## src/rtl/soc_int_arbiter_pkg.sv

```systemverilog
// Shared types and default sizing for the SoC interrupt arbiter.
package intarb_pkg;

    typedef enum logic [1:0] {
        ARB_IDLE,
        ARB_OFFER,
        ARB_SERVING
    } intarb_state_t;

    localparam int INTARB_NUM_INTS = 32;
    localparam int INTARB_TIMEOUT  = 1024;

endpackage

```

## src/rtl/soc_prio_encoder.sv

```systemverilog
// Combinational priority encoder: first set request at or after i_start,
// wrapping modulo W. Tie i_start to zero for plain lowest-index priority.
module soc_prio_encoder #(
    parameter  int W   = 32,
    localparam int IDW = $clog2(W)
) (
    input  logic [W-1:0]   i_req,
    input  logic [IDW-1:0] i_start,
    output logic           o_found,
    output logic [IDW-1:0] o_idx
);

    int             w_j;
    logic [IDW-1:0] w_pos;

    // Walk the rotated order backwards so the earliest hit is the last one written.
    always_comb begin
        o_found = 1'b0;
        o_idx   = '0;
        w_j     = 0;
        w_pos   = '0;
        for (int k = W - 1; k >= 0; k--) begin
            w_j = int'(i_start) + k;
            if (w_j >= W) begin
                w_j = w_j - W;
            end
            w_pos = w_j[IDW-1:0];
            if (i_req[w_pos]) begin
                o_found = 1'b1;
                o_idx   = w_pos;
            end
        end
    end

endmodule

```

## src/rtl/soc_int_arbiter.sv

```systemverilog
// Offers pending SoC interrupts to the core one at a time and tracks the service window.
// Define INT_ARB_ROUND_ROBIN_EN for rotating priority; default is fixed lowest-index priority.
module soc_int_arbiter
    import intarb_pkg::*;
#(
    parameter  int NUM_INTS       = INTARB_NUM_INTS,
    parameter  int TIMEOUT_CYCLES = INTARB_TIMEOUT,
    localparam int ID_W           = $clog2(NUM_INTS)
) (
    input  logic                clk,
    input  logic                res_n,
    input  logic [NUM_INTS-1:0] pending_ints,
    output logic                irq_valid,
    output logic [ID_W-1:0]     irq_id,
    input  logic                irq_ack,
    input  logic                irq_done,
    output logic [NUM_INTS-1:0] int_clears,
    output logic                busy,
    output logic                timeout_pulse
);

    localparam int CNT_W = (TIMEOUT_CYCLES > 0) ? $clog2(TIMEOUT_CYCLES + 1) : 1;
    localparam logic [CNT_W-1:0] CNT_LAST =
        (TIMEOUT_CYCLES > 0) ? CNT_W'(TIMEOUT_CYCLES - 1) : '0;

    intarb_state_t       r_state;
    logic                r_valid;
    logic [ID_W-1:0]     r_id;
    logic [NUM_INTS-1:0] r_clears;
    logic                r_tpulse;
    logic [CNT_W-1:0]    r_cnt;

    logic                w_found;
    logic [ID_W-1:0]     w_win;
    logic [ID_W-1:0]     w_start;

`ifdef INT_ARB_ROUND_ROBIN_EN
    logic [ID_W-1:0] r_ptr;

    // Search resumes just past the most recently claimed line.
    always_ff @(posedge clk) begin
        if (!res_n) begin
            r_ptr <= '0;
        end else if (r_state == ARB_OFFER && irq_ack) begin
            r_ptr <= (r_id == ID_W'(NUM_INTS - 1)) ? '0 : r_id + 1'b1;
        end
    end

    assign w_start = r_ptr;
`else
    assign w_start = '0;
`endif

    soc_prio_encoder #(
        .W (NUM_INTS)
    ) u_prio_enc (
        .i_req   (pending_ints),
        .i_start (w_start),
        .o_found (w_found),
        .o_idx   (w_win)
    );

    always_ff @(posedge clk) begin
        if (!res_n) begin
            r_state  <= ARB_IDLE;
            r_valid  <= 1'b0;
            r_id     <= '0;
            r_clears <= '0;
            r_tpulse <= 1'b0;
            r_cnt    <= '0;
        end else begin
            r_clears <= '0;
            r_tpulse <= 1'b0;
            case (r_state)
                ARB_IDLE: begin
                    if (w_found) begin
                        r_id    <= w_win;
                        r_valid <= 1'b1;
                        r_state <= ARB_OFFER;
                    end
                end
                ARB_OFFER: begin
                    // Ack takes precedence over a simultaneous software withdrawal.
                    if (irq_ack) begin
                        r_clears <= NUM_INTS'(1) << r_id;
                        r_valid  <= 1'b0;
                        r_cnt    <= '0;
                        r_state  <= ARB_SERVING;
                    end else if (!pending_ints[r_id]) begin
                        r_valid <= 1'b0;
                        r_state <= ARB_IDLE;
                    end
                end
                ARB_SERVING: begin
                    if (irq_done) begin
                        r_cnt   <= '0;
                        r_state <= ARB_IDLE;
                    end else if (TIMEOUT_CYCLES != 0 && r_cnt == CNT_LAST) begin
                        r_tpulse <= 1'b1;
                        r_cnt    <= '0;
                        r_state  <= ARB_IDLE;
                    end else if (TIMEOUT_CYCLES != 0) begin
                        r_cnt <= r_cnt + 1'b1;
                    end
                end
                default: begin
                    r_valid <= 1'b0;
                    r_state <= ARB_IDLE;
                end
            endcase
        end
    end

    assign irq_valid     = r_valid;
    assign irq_id        = r_id;
    assign int_clears    = r_clears;
    assign timeout_pulse = r_tpulse;
    assign busy          = (r_state != ARB_IDLE);

endmodule
```

## config.mk

```make
export PLATFORM = sky130hd
export DESIGN_NAME = soc_int_arbiter
export DESIGN_NICKNAME = d
export VERILOG_FILES = /design/src/rtl/soc_int_arbiter_pkg.sv /design/src/rtl/soc_prio_encoder.sv /design/src/rtl/soc_int_arbiter.sv
export SDC_FILE = /design/constraint.sdc
export NUM_CORES = 1
export LEC_CHECK = 0
export BUFFER_PORTS_ARGS = -buffer_cell sky130_fd_sc_hd__clkbuf_2
export CAP_MARGIN = 25
export CORE_UTILIZATION = 54
export DETAILED_ROUTE_END_ITERATION = 8
export PLACE_DENSITY = 0.84
export SLEW_MARGIN = 20
export SYNTH_ARGS = -nofsm -noshare
export SYNTH_HDL_FRONTEND = slang
export SYNTH_SLANG_ARGS = --single-unit
```

## constraint.sdc

```tcl
create_clock -name clk -period 5.1 [get_ports clk]
set_clock_uncertainty 0.15 [all_clocks]
set_input_delay 0 -clock clk [delete_from_list [all_inputs] [get_ports clk]]
set_output_delay 0 -clock clk [all_outputs]
set_load 0.05 [all_outputs]
```

# ---- Word-level counts from Yosys, hierarchy flattened
# Index checks and enable logic that the tools add are counted.
dict set report classes {
  n_addsub 1
  order_cmp 1
  eq_ne 7
  shift 1
  n_mux 81
  bitwise_logic 2
  n_reduce_logical 9
}
# op count
set ops {}
lappend ops {{2-to-1 mux 5 bit} 32}
lappend ops {{2-to-1 mux 1 bit} 37}
lappend ops {{2-to-1 mux 11 bit} 3}
lappend ops {{left shift 1 x 5 -> 32 bit (first input constant)} 1}
lappend ops {{one-hot mux 11 bit (2 select lines)} 1}
lappend ops {{adder 11 x 1 -> 11 bit (second input constant)} 1}
lappend ops {{equality test 11 x 10 -> 1 bit (second input constant)} 1}
lappend ops {{2-to-1 mux 2 bit} 5}
lappend ops {{AND reduction 3 bit} 3}
lappend ops {{less-than comparator 5 x 6 -> 1 bit (second input constant)} 1}
lappend ops {{inequality test 3 bit (second input constant)} 2}
lappend ops {{one-hot mux 2 bit (3 select lines)} 1}
lappend ops {{binary-select mux 1 bit (select 5 bit)} 1}
lappend ops {{AND reduction 2 bit} 2}
lappend ops {{nonzero test 2 bit} 2}
lappend ops {{one-hot mux 1 bit (3 select lines)} 1}
lappend ops {{OR reduction 3 bit} 1}
lappend ops {{equality test 2 x 1 -> 1 bit (second input constant)} 1}
lappend ops {{equality test 2 bit (second input constant)} 1}
lappend ops {{zero test 2 bit} 1}
lappend ops {{inequality test 2 x 1 -> 1 bit (second input constant)} 1}
lappend ops {{inequality test 2 bit (second input constant)} 1}
lappend ops {{NOT 1 bit} 2}
dict set report word_totals {
  register_bits 52
  out_inout_bits 40
}

# ---- Logic depth before layout (Yosys ltp)
# Gate-level depths: netlist of the first run.
dict set report depth {
  word_depth 34
  mapped_depth 7
  ltp_nobuf 6
}

# ---- By module
# A second synthesis of the first run with hierarchy kept.
dict set report unflattened {
  hier_cells 894
  area_unflattened_um2 7865.0
}
# mod n_inst cells_each area_per_inst_um2
set modules_own_cells {}
lappend modules_own_cells {soc_prio_encoder 1 673 5751.8}
lappend modules_own_cells {soc_int_arbiter 1 221 2113.3}

# ---- Least setup slack after synthesis of the first run
# OpenSTA, ideal clock, no wires.
dict set report synth_path {
  kind {register to register}
  start {register r_id[1] (netlist: irq_id[1])}
  end {register r_state[0]}
  setup_time_ns 0.128
  arrival_time_ns 1.984
  required_ns 4.822
  path_slack_ns 2.838
  path_stages_with_launch 7
  n_path_buf 1
  path_cell_list {dfxtp_1 buf_4 mux4_2 mux2i_1 nor3_1 nor4_1 o21ai_1}
}
dict set report synth_via {
  elab_chain_len 4
}
# item line_no
set synth_rtl {}
lappend synth_rtl {{from (decl)} soc_int_arbiter.sv:28} ;# logic [ID_W-1:0] r_id;
lappend synth_rtl {{from (signal assigned)} soc_int_arbiter.sv:77} ;# r_id <= w_win;
lappend synth_rtl {{binary-select mux 1 bit (select 5 bit)} soc_int_arbiter.sv:89} ;# end else if (!pending_ints[r_id]) begin
lappend synth_rtl {{2-to-1 mux 1 bit (not written as such)} soc_int_arbiter.sv:89}
lappend synth_rtl {{inequality test 3 bit (no source line)} --}
lappend synth_rtl {{AND reduction 3 bit (no source line)} --}
lappend synth_rtl {{to (signal assigned)} soc_int_arbiter.sv:88} ;# r_state <= ARB_SERVING;
lappend synth_rtl {{to (signal assigned)} soc_int_arbiter.sv:91} ;# r_state <= ARB_IDLE;
lappend synth_rtl {{to (signal assigned)} soc_int_arbiter.sv:97} ;# r_state <= ARB_IDLE;
lappend synth_rtl {{to (decl)} soc_int_arbiter.sv:26} ;# intarb_state_t r_state;
# No other way between the ends. The select of a mux whose other input is x is not followed.
# A chain may end at the register's enable or synchronous reset.

# ---- Worst setup path in the final report of the first run
# Same ends and word-level chain as after synthesis.

==> impl_metrics.tcl, run 1 <==
set metrics [dict create \
    grt_first_pass_wirelength_mm 9.39 \
    yosys_most_used_dff "dfxtp_1" \
    worstSkewPairLatency_ns 0.30 \
    layout_min_cycle_time_ns 2.90 \
    crit_required_ns 5.14 \
    drc 0 \
    r2r_start "irq_id[1]" \
    syn_area_um2 2340 \
    grt_usage_pct 27.3 \
    mostFrequentLayoutCells "clkbuf_2 (75), nor2_1 (53), dfxtp_1 (52), nand2_1 (25), a21oi_1 (16)" \
    critPathCaptureType "flop" \
    crit_path_start "irq_id[1]" \
    crit_chain "mux4_1 -> mux2i_1 -> nor3_1 -> nor4_1 -> o21ai_1 -> dlygate4sd3_1" \
    postSynthAreaPerCell_um2 8.72 \
    die_area_um2 4600 \
    power_density_nw_per_um2 275 \
    ios 76 \
    wl_per_cell_um 14.0 \
    detailed_place_hpwl_mm 4.14 \
    hold_class "in -> reg" \
    die_w_um 67.8 \
    rsz0062_at_grt "false" \
    peakVddDrop_v 0.000211 \
    place.gp.congestion 0.886 \
    cts_setup_buffers 0 \
    cts.reportedPaths.clkPinSlew_ns 0.09 \
    worst_pin_slew_ns 0.654 \
    diodes 0 \
    area_delta_synth_final_pct 28.3 \
    routed_wl_mm 5.70 \
    min-delay-start "pending_ints[3]" \
    synth_nets 305 \
    rows 23 \
    final_max_slew_viol_count 0 \
    synth_edf_count 0 \
    antenna_left 0 \
    setup_ws_ns 2.20 \
    vias 2341 \
    synthArstFlopShare_pct 0 \
    tritoncts "done" \
    relSlewSlack_pct 56.0 \
    overflow 0 \
    crit_slowest_cell "dfxtp_1" \
    cts_buffer_depth 2 \
    mostFrequentLayoutCell "clkbuf_2" \
    setup_tns_ns 0 \
    die_height_um 67.8 \
    start_util_pct 57.2 \
    netlist_instances 268 \
    drive_above_1_share_pct 26.3 \
    synth_warnings 0 \
    finalSetupViolCount 0 \
    crit_type "reg -> reg" \
    cp_data_arrival_time_ns 2.94 \
    dr.pass1.iters 5 \
    timing.fmax_ghz 0.345 \
    drv_cap 0 \
    dp_slack_ns 2.82 \
    ctsHtreeMaxLevel 2 \
    port_buffers 75 \
    cts_root_buf "clkbuf_8" \
    numCtsBuffers 5 \
    ys_seq_elements 52 \
    synthDistinctLibCells 47 \
    outcome "completed" \
    antenna_found_initial 0 \
    p_leak_nw 1.23 \
    clock_sink_count 52 \
    vias_per_cell 5.74 \
    post-route-period-util_pct 56.8 \
    ys_seq_area_share_pct 44.5 \
    layout.nets 394 \
    max_stage_delay_ns 0.69 \
    crit_fanout 14 \
    grt_max_degree 17 \
    first_iter_violations 116 \
    hold_violations 0 \
    worstSetupStartpointType "flop" \
    coreArea_um2 4090 \
    grt_pass1_vias 2187 \
]
==> registers in the layout, summed over array words and instances, names as in the netlist <==
register,count
irq_id,5
r_cnt,11
int_clears,32
r_state,2
timeout_pulse,1
irq_valid,1
==> worst paths after layout <==
path | to | slack (ns) | depth (start not counted)
setup / recovery | r_state[0] | 2.20 | 6
setup reg to reg | r_state[0] | 2.20 | 6
hold / removal | irq_id[3] | 0.01 | 4
hold reg to reg | timeout_pulse | 0.33 | 1
==> power breakdown <==
group	internal, W	switching [W]	total [W]
clock network	0.000148	0.000130	0.000278
registers	0.000412	0.0000111	0.000423
logic	0.0000485	0.0000750	0.000123
==> synth_stat cells, drive strengths merged (2+ instances only) <==
cell type  number  share of area (%)
nor3           12                2.6
nand3           9                2.1
nand4           5                1.3
nor2           54                9.0
xor2            5                1.9
nor2b           3               0.80
o31ai           4                1.5
o21ai           9                2.4
a31oi           3               0.80
nand2          25                4.0
mux2i           7                3.0
nand2b          5                1.3
a311oi          2               0.75
nor4           11                2.9
a211oi          2               0.64
or4             3                1.3
inv             9                1.4
a21oi          16                3.4
clkbuf          7                1.3
o211ai          2               0.64
mux4            6                6.1
dfxtp          52                 45
==> timing repair <==
| item | 4_1_cts | 5_1_grt |
|---|---|---|
| hold endpoints to repair | 11 | 0 |
| hold buffers | 15 | 0 |
| resized for setup | 0 | 0 |
==> cell type report <==
class                           instances  area, um^2
Timing Repair Buffer                   90         526
Tap cell                               50        62.6
Clock inverter                          2        38.8
Sequential cell                        52        1040
Multi-Input combinational cell        199        1220
Clock buffer                            6        72.6
Inverter                                9        33.8
Fill cell                             317        1090
==> cells by family after synthesis <==
group / after synthesis / share of synthesized area (%)
AND/OR/NAND/NOR: 134 / 27.7
flip-flops: 52 / 44.5
AO/OA/AOI/OAI: 46 / 13.2
buffers and inverters: 17 / 3.05
multiplexers: 13 / 9.10
XOR/XNOR: 5 / 1.87
adder cells (fa/ha/maj): 1 / 0.535
==> critical path, delay by kind of cell (launching register included) <==
kind                   cells  cell delay [ns]
AOI/OAI and AO/OA          1             0.12
buffers and inverters      1             0.56
DFF                        1             0.69
muxes                      2             0.78
and+or+nand+nor            2             0.48
==> stage by stage <==
step	cell area (um^2)	instances	utilization (%)	power (W)	hold slack (ns)
2_1_floorplan	2340	268	-	0.000503	-0.0268
3_3_place_gp	2740	385	67.0	0.000542	0.166
3_5_place_dp	2740	385	67.0	0.000544	0.169
4_1_cts	3000	408	73.4	0.000824	0.0178
5_1_grt	3000	408	73.4	0.000859	0.0223
6_report	3000	408	73.4	0.000825	0.0123
==> layer usage <==
| metal | GRT usage [%] | wire length, um | vias up |
|---|---|---|---|
| met5 | 0 | 0 | - |
| met4 | 12.0 | 127 | 0 |
| met3 | 6.93 | 453 | 17 |
| met2 | 46.5 | 2710 | 127 |
| met1 | 32.0 | 2410 | 1053 |
| li1 | - | - | 1144 |
Note: power is estimated with default switching activity, not from simulation.
==> run 2: changes to the inputs <==
--- a/config.mk
+++ b/config.mk
@@ -7,9 +7,9 @@
 export LEC_CHECK = 0
 export BUFFER_PORTS_ARGS = -buffer_cell sky130_fd_sc_hd__clkbuf_2
 export CAP_MARGIN = 25
-export CORE_UTILIZATION = 54
+export CORE_UTILIZATION = 50
 export DETAILED_ROUTE_END_ITERATION = 8
-export PLACE_DENSITY = 0.84
+export PLACE_DENSITY = 0.79
 export SLEW_MARGIN = 20
 export SYNTH_ARGS = -nofsm -noshare
 export SYNTH_HDL_FRONTEND = slang
==> constraint.sdc (replaced) <==
create_clock -name clk -period 2.7 [get_ports clk]
set_clock_uncertainty 0.15 [all_clocks]
set_input_delay 0 -clock clk [delete_from_list [all_inputs] [get_ports clk]]
set_output_delay 0 -clock clk [all_outputs]
set_load 0.05 [all_outputs]
==> run 2 against run 1 <==
  * Core utilization decreased by 4.6 points
  * First-iteration DRC count increased by 11%
  * Flip-flop and latch count unchanged
  * Critical endpoint is now irq_id[3]
  * Largest power group unchanged
==> impl_metrics.tcl, run 2 (same netlist as run 1, synthesis figures left out) <==
set metrics [dict create \
    outcome "completed" \
    drive_above_1_share_pct 26.7 \
    grt_pass1_vias 2134 \
    place.gp.congestion 0.842 \
    pwr-share-comb_pct 14.5 \
    start_util_pct 52.9 \
    die_height_um 70.4 \
    port_buffers 75 \
    final_max_slew_viol_count 0 \
    swShare_pct 25.9 \
    routed_wl_mm 5.61 \
    relSlewSlack_pct 60.6 \
    top_layer_used "met4" \
    rsz0062_at_grt "false" \
    numCtsBuffers 5 \
    crit_required_ns 2.78 \
    place_area_um2 2740 \
    coreArea_um2 4410 \
    detailed_place_hpwl_mm 3.99 \
    routedLengthMet1_mm 2.44 \
    rows 24 \
    post-route-period-util_pct 94.5 \
    die_w_um 70.4 \
    p_int_w 0.00117 \
    finalSetupViolCount 0 \
    setup_tns_ns 0 \
    antenna_found_initial 0 \
    die_area_um2 4950 \
    netSwitchingPower_w 0.000410 \
    largest_reg_flops 32 \
    mostFrequentLayoutCell "clkbuf_2" \
    tritoncts "done" \
    diodes 0 \
    drv_cap 0 \
    grt_usage_pct 23.8 \
    n_fill_cell 358 \
    crit_fanout 4 \
    layout_min_cycle_time_ns 2.55 \
    ctsHtreeMaxLevel 2 \
    overflow 0 \
    vias_per_cell 5.59 \
    dr.pass1.iters 4 \
    grt_max_degree 17 \
    fin_area_um2 3040 \
    p_leak_nw 1.24 \
    worstSkewPairLatency_ns 0.30 \
    cts_buffer_depth 2 \
    peakVddDrop_v 0.000294 \
    hold_violations 0 \
    crit_type "in -> reg" \
    worst_pin_slew_ns 0.586 \
    vias 2305 \
    antenna_left 0 \
    wl_per_cell_um 13.6 \
    first_iter_violations 129 \
    power_density_nw_per_um2 520 \
    clock_sink_count 52 \
    drc 0 \
    ios 76 \
    area_delta_synth_final_pct 30.0 \
    wl_met2_mm 2.64 \
    grt_first_pass_wirelength_mm 9.52 \
    cts_setup_buffers 0 \
    p_clk_share_pct 35.0 \
    layout.nets 396 \
    worstSetupStartpointType "input pin" \
    cp_data_arrival_time_ns 2.63 \
    hold_class "in -> reg" \
    critPathCaptureType "flop" \
    power.share.sequential_pct 50.6 \
    cts_root_buf "clkbuf_8" \
    cts.reportedPaths.clkPinSlew_ns 0.09 \
    mostFrequentLayoutCells "clkbuf_2 (75), nor2_1 (53), dfxtp_1 (52), nand2_1 (25), dlygate4sd3_1 (17)" \
    p_total_w 0.00158 \
    hold_ws_ns 0.0885 \
    final_util_pct 68.8 \
    timing.fmax_ghz 0.392 \
    wl_met3_um 460 \
]
run 2: cell types whose count changed in the layout (fill, tap and decap cells not counted), sizes merged:
cell,change
clkinv,+1
inv,-1
dlygate4sd3,+2
run 2: per-layer routing:
| layer | global-route usage (%) | vias up |
|---|---|---|
| met3 | 6.49 | 7 |
| met2 | 38.5 | 113 |
| met1 | 30.4 | 1041 |
| met4 | 8.22 | 0 |
| li1 | - | 1144 |
| met5 | 0 | - |
run 2: worst paths after layout:
| path | cells after the start | to | slack, ns | start |
|---|---|---|---|---|
| setup / recovery | 7 | irq_id[3] | 0.15 | pending_ints[7] |
| hold / removal | 5 | irq_id[2] | 0.09 | pending_ints[6] |
| setup reg to reg | 5 | irq_valid | 0.38 | irq_id[1] |
| hold reg to reg | 1 | timeout_pulse | 0.33 | r_cnt[10] |
run 2: worst max-delay path, stage by stage:
cell and delay [ns]:
dlygate4sd3_1 0.54, clkbuf_2 0.15, nor4_1 0.47, dlygate4sd3_1 0.63, nand4_1 0.08, dlygate4sd3_1 0.60, a21oi_1 0.16
run 2: per-stage QoR:
step | setup WS [ns] | std cells
5_1_grt | 0.103 | 412
6_report | 0.147 | 412
4_1_cts | 0.204 | 412
3_5_place_dp | 0.374 | 387
2_1_floorplan | 0.438 | 268
3_3_place_gp | 0.504 | 387
run 2: cell type report:
class                           count  area [um^2]  share of cell area, %
Clock buffer                        6         82.6                   2.72
Tap cell                           52         65.1                   2.14
Clock inverter                      2         38.8                   1.28
Timing Repair Buffer               92          546                   18.0
Sequential cell                    52         1040                   34.3
Multi-Input combinational cell    199         1230                   40.5
Inverter                            9         33.8                   1.11
run 2: timing repair:
action,in CTS,in global routing
hold endpoints to repair,16,0
resized for setup,0,1
endpoints found under the setup margin,0,1
hold buffers,17,0
run 2: power groups by stage:
stage	clock [W]	combinational (W)	sequential [W]
after floorplan	0	0.000115	0.000834
after global placement	0	0.000208	0.000816
after detailed placement	0	0.000211	0.000816
after CTS	0.000556	0.000225	0.000799
after global routing	0.000586	0.000250	0.000802
final	0.000553	0.000229	0.000799
==> run 3: changes to the inputs <==
--- a/config.mk
+++ b/config.mk
@@ -5,6 +5,7 @@
 export SDC_FILE = /design/constraint.sdc
 export NUM_CORES = 1
 export LEC_CHECK = 0
+export ABC_AREA = 1
 export BUFFER_PORTS_ARGS = -buffer_cell sky130_fd_sc_hd__clkbuf_2
 export CAP_MARGIN = 25
 export CORE_UTILIZATION = 50
==> run 3 against run 2 <==
  * The flow now finishes with violations (design-rule violations)
  * Combinational power up 9.6%
  * Final cell count up 17%
  * Die area up 0.83%
  * Worst setup slack better by 0.26 ns
  * Clock power down 21%
  * Highest routed layer unchanged
==> impl_metrics.tcl, run 3 <==
set metrics [dict create \
    ctsHtreeMaxLevel 2 \
    cts.reportedPaths.clkPinSlew_ns 0.09 \
    cts_buffer_depth 2 \
    ys_seq_area_share_pct 44.2 \
    worstSetupStartpointType "input pin" \
    ff2ff_path_depth 9 \
    post-route-period-util_pct 84.9 \
    final_max_slew_viol_count 0 \
    vias 2484 \
    place_area_um2 2770 \
    fin_area_um2 2960 \
    path_buf_inv 4 \
    drc 20 \
    failed_checks "design-rule violations" \
    worstSkewPairLatency_ns 0.31 \
    grt_pass1_vias 2348 \
    rsz0062_at_grt "false" \
    tritoncts "done" \
    critPathCaptureType "flop" \
    die_area_um2 4990 \
    layout_min_cycle_time_ns 2.29 \
    synth_warnings 0 \
    synth_common_cells "nor2_1 (72), nand2_1 (70), dfxtp_1 (52)" \
    place.gp.congestion 0.830 \
    outcome "finished with violations" \
    crit_slowest_cell "dlygate4sd3_1" \
    cts_resized 0 \
    hold_path_depth 6 \
    cp_data_arrival_time_ns 2.32 \
    crit_fanout 9 \
    synth_area_leaders "dfxtp_1 (44%), nor2_1 (11%), nand2_1 (11%)" \
    p_total_w 0.00148 \
    port_buffers 75 \
    postSynthAreaPerCell_um2 6.81 \
    crit_required_ns 2.73 \
    post-synth-top-area-fraction_pct 44.2 \
    setup_tns_ns 0 \
    worst_pin_slew_ns 0.662 \
    peakVddDrop_v 0.000380 \
    yosys_most_used_dff "dfxtp_1" \
    grt_first_pass_wirelength_mm 10.2 \
    ys_seq_elements 52 \
    hold_ws_ns 0.0105 \
    syn_area_um2 2360 \
    numCtsBuffers 5 \
    crit_chain "dlygate4sd3_1 -> clkbuf_2 -> nor2_1 -> nand3_1 -> nor2_1 -> nand2_1 -> nor2_1 -> nor2_1 -> inv_2 -> nor3_1 -> nand2_1 -> dlygate4sd3_1 -> a21oi_1" \
    max_stage_delay_ns 0.55 \
    timing.fmax_ghz 0.436 \
    largest_reg_flops 32 \
    synthDistinctLibCells 30 \
    vias_per_cell 5.13 \
    start_util_pct 53.0 \
    mostFrequentLayoutCells "clkbuf_2 (75), nor2_1 (72), nand2_1 (70), dfxtp_1 (52), inv_1 (40)" \
    yosysTopAreaCell "dfxtp_1" \
    synth_edf_count 0 \
    p_leak_nw 1.38 \
    layout.nets 468 \
    routed_wl_mm 6.03 \
    rows 24 \
    mostFrequentLayoutCell "clkbuf_2" \
    hold_class "in -> reg" \
    detailed_place_hpwl_mm 4.46 \
    antenna_found_initial 0 \
    crit_cells 13 \
    die_height_um 70.7 \
    cp_common_cell "nor2_1" \
    die_w_um 70.7 \
    wl_per_cell_um 12.5 \
    grt_max_degree 17 \
    synth_most_common_cell "nor2_1" \
    grt_usage_pct 25.6 \
    cts_setup_buffers 0 \
    dr.pass1.iters 7 \
    drv_cap 0 \
    overflow 0 \
    cts_root_buf "clkbuf_8" \
    relSlewSlack_pct 55.7 \
    crit_type "in -> reg" \
    hold_violations 0 \
    synthArstFlopShare_pct 0 \
    finalSetupViolCount 0 \
    ios 76 \
    drive_above_1_share_pct 21.8 \
    synth_nets 383 \
    clock_sink_count 52 \
    cpLargestDelayFamily "buffers and inverters" \
    power_density_nw_per_um2 501 \
    first_iter_violations 227 \
    netlist_instances 346 \
    antenna_left 0 \
    diodes 0 \
    coreArea_um2 4440 \
    r2r_slack_ns 0.53 \
    n_fill_cell 415 \
    area_delta_synth_final_pct 25.6 \
]
-- run 3: changes by cell type after synthesis, sizes merged, moves of 4 or more --
cell    change
nand3      +19
nand4       -4
o22ai       +9
mux2i       -7
inv        +42
nand2b      -5
mux4        -6
nor3        -8
nor2       +18
nor4        -9
nand2      +45
-- run 3: logic make-up after synthesis --
kind of cell / count (synthesis) / share of synthesized area [%]
compound gates: 53 / 14.3
simple gates: 178 / 30.5
buf+inv: 59 / 9.39
fa+ha+maj: 1 / 0.531
flops: 52 / 44.2
xor+xnor: 3 / 1.11
-- run 3: area by class of cell --
| type | count | area, um^2 | area share [%] |
|---|---|---|---|
| multi-input combinational | 235 | 1090 | 37.0 |
| sequential | 52 | 1040 | 35.2 |
| timing repair buffer | 85 | 475 | 16.1 |
| inverter | 52 | 195 | 6.59 |
| clock buffer | 6 | 72.6 | 2.45 |
| tap | 52 | 65.1 | 2.20 |
| clock inverter | 2 | 16.3 | 0.549 |
-- run 3: metal layers --
layer	routed length [um]	vias up	track usage, %
li1	-	1290	-
met1	2800	1100	33.2
met2	2780	85	43.4
met3	371	9	4.84
met4	72	0	8.00
met5	0	-	0
-- run 3: repair_timing --
| action | 4_1_cts | 5_1_grt |
|---|---|---|
| setup endpoints to repair | 0 | 0 |
| endpoints found under the hold margin | 11 | 0 |
| hold buffers | 10 | 0 |
-- run 3: worst paths after layout --
path	to	startpoint
worst min-delay path	irq_id[4]	pending_ints[15]
worst max register to register	irq_valid	irq_id[0]
worst max-delay path	irq_id[1]	pending_ints[2]
worst min register to register	r_cnt[10]	r_cnt[10]
-- run 3: worst min-delay path: cells and delay by family --
kind	cells	cell delay, ns
buffers and inverters	1	0.09
AND/OR/NAND/NOR	4	0.27
AO/OA/AOI/OAI	1	0.06
-- run 3: per-stage QoR --
step / cells / setup WS, ns / util [%]
6_report: 484 / 0.409 / 66.6
3_5_place_dp: 466 / 0.542 / 62.4
3_3_place_gp: 466 / 0.595 / 62.4
2_1_floorplan: 346 / 0.612 / -
4_1_cts: 484 / 0.489 / 66.6
5_1_grt: 484 / 0.214 / 66.6
-- run 3: power breakdown --
group | internal (W) | leakage (nW) | switching, W
logic | 0.0000843 | 0.921 | 0.000167
clock network | 0.000185 | 0.0414 | 0.000255
registers | 0.000779 | 0.420 | 0.0000149
